<file path="config.mk">
export PLATFORM = sky130hd
export DESIGN_NAME = enco_pulse_gen
export DESIGN_NICKNAME = d
export VERILOG_FILES = /design/src/rtl/enco_pulse_gen.sv
export SDC_FILE = /design/constraint.sdc
export NUM_CORES = 1
export LEC_CHECK = 0
export CORE_ASPECT_RATIO = 1.4
export CORE_UTILIZATION = 55
export DETAILED_ROUTE_END_ITERATION = 7
export GPL_ROUTABILITY_DRIVEN = 0
export PLACE_DENSITY = 0.76
export SYNTH_ARGS = -nofsm -noshare
export SYNTH_HDL_FRONTEND = slang
export SYNTH_SLANG_ARGS = --single-unit
</file>
<file path="constraint.sdc">
create_clock -name clk1 -period 2.4 [get_ports clk1]
set_clock_uncertainty 0.2 [all_clocks]
set_input_delay 0.36 -clock clk1 [delete_from_list [all_inputs] [get_ports clk1]]
set_output_delay 0.36 -clock clk1 [all_outputs]
set_load 0.02 [all_outputs]
</file>
<file path="src/rtl/enco_pulse_gen.sv">
// -----------------------------------------------------------------------------
// enco_pulse_gen
// Quadrature encoder pulse generator. Converts a requested A-channel pulse count
// per gate window (2^WIN_LOG2 clk1 cycles) into evenly spaced quadrature A/B
// edges, using the same gate window as the speed-measurement prescaler so a
// looped-back enc_a reads back the requested speed.
//
// Optional feature macro: ENCO_GEN_INDEX_EN
//   defined   : an index counter emits one enc_z strobe every INDEX_PPR A-rises
//   undefined : enc_z is tied low
//
// Parameters
//   WIN_LOG2  : log2 of the gate window length in clk1 cycles (10..24)
//   INDEX_PPR : A pulses per emulated revolution, index feature only (2..65535)
//
// Ports
//   clk1      : system clock, rising edge
//   rst_n     : asynchronous active-low reset
//   en        : step enable; low freezes A/B and clears the phase accumulator
//   speed     : requested A pulses per window, sampled at the window boundary
//   dir       : 1 = A leads B, 0 = B leads A, sampled with speed
//   enc_a     : quadrature channel A
//   enc_b     : quadrature channel B
//   pulse     : one-cycle strobe in the cycle enc_a becomes 1
//   win_start : one-cycle strobe in the first cycle of each window
//   enc_z     : one-cycle index strobe
// -----------------------------------------------------------------------------
module enco_pulse_gen #(
    parameter int unsigned WIN_LOG2  = 17,
    parameter int unsigned INDEX_PPR = 200
) (
    input  logic       clk1,
    input  logic       rst_n,
    input  logic       en,
    input  logic [7:0] speed,
    input  logic       dir,
    output logic       enc_a,
    output logic       enc_b,
    output logic       pulse,
    output logic       win_start,
    output logic       enc_z
);

    localparam int unsigned ACC_W = WIN_LOG2;
    localparam int unsigned SUM_W = WIN_LOG2 + 1;

    // Encoding equals {A,B}, so the state register drives the outputs directly
    typedef enum logic [1:0] {
        Q_00 = 2'b00,
        Q_10 = 2'b10,
        Q_11 = 2'b11,
        Q_01 = 2'b01
    } quad_t;

    logic [ACC_W-1:0] r_cnt;
    logic [7:0]       r_speed_q;
    logic             r_dir_q;
    logic             r_win_start;
    logic [ACC_W-1:0] r_acc;
    quad_t            r_quad;
    quad_t            w_quad_next;
    logic             r_pulse;

    logic             w_cnt_last;
    logic [SUM_W-1:0] w_inc;
    logic [SUM_W-1:0] w_sum;
    logic             w_carry;
    logic             w_step;
    logic             w_a_rise;

    // Free-running window counter; speed/dir are captured in its last cycle
    assign w_cnt_last = &r_cnt;

    always_ff @(posedge clk1 or negedge rst_n) begin
        if (!rst_n) begin
            r_cnt       <= '0;
            r_speed_q   <= '0;
            r_dir_q     <= 1'b0;
            r_win_start <= 1'b0;
        end else begin
            r_cnt       <= r_cnt + ACC_W'(1);
            r_win_start <= w_cnt_last;
            if (w_cnt_last) begin
                r_speed_q <= speed;
                r_dir_q   <= dir;
            end
        end
    end

    // Phase accumulator: four carries per requested A pulse, spread over the window
    assign w_inc   = SUM_W'({r_speed_q, 2'b00});
    assign w_sum   = SUM_W'(r_acc) + w_inc;
    assign w_carry = w_sum[SUM_W-1];
    assign w_step  = en & w_carry;

    always_ff @(posedge clk1 or negedge rst_n) begin
        if (!rst_n) begin
            r_acc <= '0;
        end else if (!en) begin
            r_acc <= '0;
        end else begin
            r_acc <= w_sum[ACC_W-1:0];
        end
    end

    // Quadrature state register
    always_ff @(posedge clk1 or negedge rst_n) begin
        if (!rst_n) begin
            r_quad <= Q_00;
        end else begin
            r_quad <= w_quad_next;
        end
    end

    // Quadrature next state: one Gray step per carry, direction from dir_q
    always_comb begin
        w_quad_next = r_quad;
        w_a_rise    = 1'b0;
        if (w_step) begin
            unique case (r_quad)
                Q_00:    w_quad_next = r_dir_q ? Q_10 : Q_01;
                Q_10:    w_quad_next = r_dir_q ? Q_11 : Q_00;
                Q_11:    w_quad_next = r_dir_q ? Q_01 : Q_10;
                Q_01:    w_quad_next = r_dir_q ? Q_00 : Q_11;
                default: w_quad_next = Q_00;
            endcase
            w_a_rise = ~r_quad[1] & w_quad_next[1];
        end
    end

    // A-rise strobe, aligned with the A/B update
    always_ff @(posedge clk1 or negedge rst_n) begin
        if (!rst_n) begin
            r_pulse <= 1'b0;
        end else begin
            r_pulse <= w_a_rise;
        end
    end

`ifdef ENCO_GEN_INDEX_EN
    localparam logic [15:0] IDX_LAST = 16'(INDEX_PPR - 1);

    logic [15:0] r_idx_cnt;
    logic        r_enc_z;
    logic        w_idx_wrap;

    // Index counter advances on every A-rise regardless of direction
    assign w_idx_wrap = (r_idx_cnt == IDX_LAST);

    always_ff @(posedge clk1 or negedge rst_n) begin
        if (!rst_n) begin
            r_idx_cnt <= '0;
            r_enc_z   <= 1'b0;
        end else begin
            r_enc_z <= w_a_rise & w_idx_wrap;
            if (w_a_rise) begin
                r_idx_cnt <= w_idx_wrap ? 16'd0 : r_idx_cnt + 16'd1;
            end
        end
    end

    assign enc_z = r_enc_z;
`else
    assign enc_z = 1'b0;
`endif

    assign enc_a     = r_quad[1];
    assign enc_b     = r_quad[0];
    assign pulse     = r_pulse;
    assign win_start = r_win_start;

endmodule

</file>
==> results.toml <==
[logic_synthesis]
netlist_top_cells_count = "dfrtp_1 (45), xnor2_1 (19), nand2_1 (14)"
synth_edf_count = 0
yosysWarnings = 0
synth_cells = 181
synth_top_area_frac = 0.524
synth_top_flop_cell = "dfrtp_1"
synth_nets = 204
seq_area_frac_synth = 0.524
synthDistinctLibCells = 38
synthTopCellsByArea = "dfrtp_1 (52%), xnor2_1 (7.8%), ha_1 (5.8%), mux2_2 (5.2%), and2_1 (2.9%)"
async_flop_share = 1.00
yosys.area.top_type = "dfrtp_1"
ys_ff_latch = 45
syn_area_um2 = 2150
synth_most_common_cell = "dfrtp_1"
synth.avg_cell_area_um2 = 11.9

[floorplan]
dieWidth_um = 54.8
rows = 26
io_pins = 17
core-area_um2 = 3680
die_height_um = 75.9
die-area_um2 = 4160
start_util = 0.584

[setup_path]
worstPathRequired_ps = 2400
setup.worst_path.start_class = "register"
path_class = "register to register"
slowest_delay_ps = 400
cp_top_family = "compound AO/OA/AOI/OAI gates"
cp_slowest_cell = "fa_1"
r2r_slack_ps = 160
worstPathMaxFanout = 7
crit_chain = "ha_1 -> fa_1 -> a21o_1 -> a221oi_4 -> o21a_4 -> xnor2_1 -> and2_1"
critPathArrivalTime_ps = 2240
endpoint_kind = "register"
crit_buf_inv = 0

[clocking]
clock_sinks = 45
cts-root-buf = "clkbuf_8"
cts_setup_buffers = 0
insertion_delay_ps = 310
tritoncts = "done"
cts_max_level = 2
numCtsBuffers = 5
clock_path_buffers = 2
path_clk_slew_ps = 90

[detailed_routing]
vias = 1401
drtPass1Iterations = 4
drc_errors = 0
avgRoutedWirePerCell_um = 14.7
antenna_left = 0
wirelength_um = 3650
drt_iter0_drc = 33
via_per_inst = 5.65

[final_layout]
syn_to_final_growth_pct = 16.4
final_cell_area_um2 = 2500
final_core_util = 0.680
drive_gt1_frac = 0.150
nNetsFinal = 228
n_antenna_cell = 0

[global_route]
grt.total_usage = 0.208
grt.overflow.total = 0
grt_pass1_wl_um = 6220
grt_pass1_vias = 1467
antenna_found_initial = 0
grt_max_degree = 19

[sta]
hold_violations = 0
finalCritPeriodShare = 0.932
max_freq_ghz = 0.447
setup-violations-final = 0
grt_setup_unrepaired = "false"
min_period_ps = 2240
drv_slew = 0
tns_ps = 0

[placed_design]
io_buffers = 15
dpl.hpwl_um = 2690
placed_area_um2 = 2360

[run_status]
status = "finished clean"

[pwr]
ir_drop_mv = 0.536
pwr_density_cell_nw_per_um2 = 558
total_power_uw = 1390
leakage_uw = 0.00122

[run]
cap_violations = 0

[hold_path]
min_path_type = "register to register"
## state kept, by name, summed over array words and instances (netlist names)
register / flops
win_start: 1
r_quad: 2
pulse: 1
r_acc: 15
r_speed_q: 8
r_cnt: 17
r_dir_q: 1
## worst register-to-register path, cell delays in order (launching register included)
cell	delay (ps)
dfrtp_1	380
ha_1	240
fa_1	400
a21o_1	230
a221oi_4	270
o21a_4	210
xnor2_1	60
and2_1	150
## cell usage in the layout (no fill, tap or decap), drive strengths merged
cell           count
or3                4
dlygate4sd3        1
and3               4
and4               2
o21ai              5
o211a              1
inv                3
xor2               5
a21oi              7
nand2b             1
a21bo              1
buf                7
mux2i              1
a211o              1
mux2              10
clkbuf             5
o21a               2
o211ai             1
fa                 1
clkdlybuf4s50     14
and2              10
nand4              5
o21bai             2
ha                10
nand2             14
a21o               3
clkinv             1
a221oi             1
a2bb2oi            1
a21boi             4
nor2               5
nand3              8
xnor2             19
dfrtp             45
conb               1
bufinv             1
## per-layer routing
metal / vias up / share of wire / GRT usage / routed length, µm
li1: 673 / - / - / -
met2: 22 / 0.52 / 0.325 / 1880
met4: 0 / 0.023 / 0.103 / 84
met3: 6 / 0.032 / 0.0643 / 118
met1: 700 / 0.43 / 0.248 / 1560
met5: - / 0 / 0 / 0
## final cells by class
| class | count | area (µm²) |
|---|---|---|
| well taps | 42 | 52.6 |
| fillers | 276 | 1180 |
| clock inverters | 3 | 50.0 |
| flip-flops and latches | 45 | 1130 |
| multi-input cells | 129 | 993 |
| clock buffers | 5 | 68.8 |
| repair buffers | 22 | 200 |
| inverters | 2 | 7.51 |
## metrics by stage
step	worst slack, ps	hold slack, ps	instances
4_1_cts	113	279	248
3_5_place_dp	117	95.7	239
5_1_grt	0.464	291	248
6_report	163	276	248
2_1_floorplan	219	-136	181
3_3_place_gp	154	87.3	239
## what timing repair did
action,CTS,global route
endpoints found under the setup margin,0,4
gates resized for setup,0,1
hold buffers,1,0
hold endpoints to repair,16,0
## path summary, 6_finish.rpt
check                                       to                startpoint  depth (start not counted)
hold reg to reg            r_cnt[12]$_DFF_PN0_       r_cnt[12]$_DFF_PN0_                          1
setup / recovery           r_acc[10]$_DFF_PN0_  r_speed_q[0]$_DFFE_PN0P_                          7
setup reg to reg           r_acc[10]$_DFF_PN0_  r_speed_q[0]$_DFFE_PN0P_                          7
hold / removal             r_cnt[12]$_DFF_PN0_       r_cnt[12]$_DFF_PN0_                          1
max in group asynchronous  r_acc[12]$_DFF_PN0_                     rst_n                          3
min in group asynchronous   r_cnt[2]$_DFF_PN0_                     rst_n                          2
## report_power, final
group          total (µW)  internal [µW]     switching [µW]
clock network         595            319                276
registers             757            757  0.000000000000191
logic                42.1           20.2               22.0
## cell families (layout without fill, tap and decap cells)
kind of cell,after synthesis,count (layout),share of synthesized area
flip-flops,45,45,0.524
adder cells (fa/ha/maj),11,11,0.0676
buffers and inverters,7,32,0.0181
AND/OR/NAND/NOR,53,53,0.130
other,1,1,0.00175
AO/OA/AOI/OAI,29,29,0.103
multiplexers,11,11,0.0571
XOR/XNOR,24,24,0.0979
No activity file was read; power rests on OpenSTA's default activity.
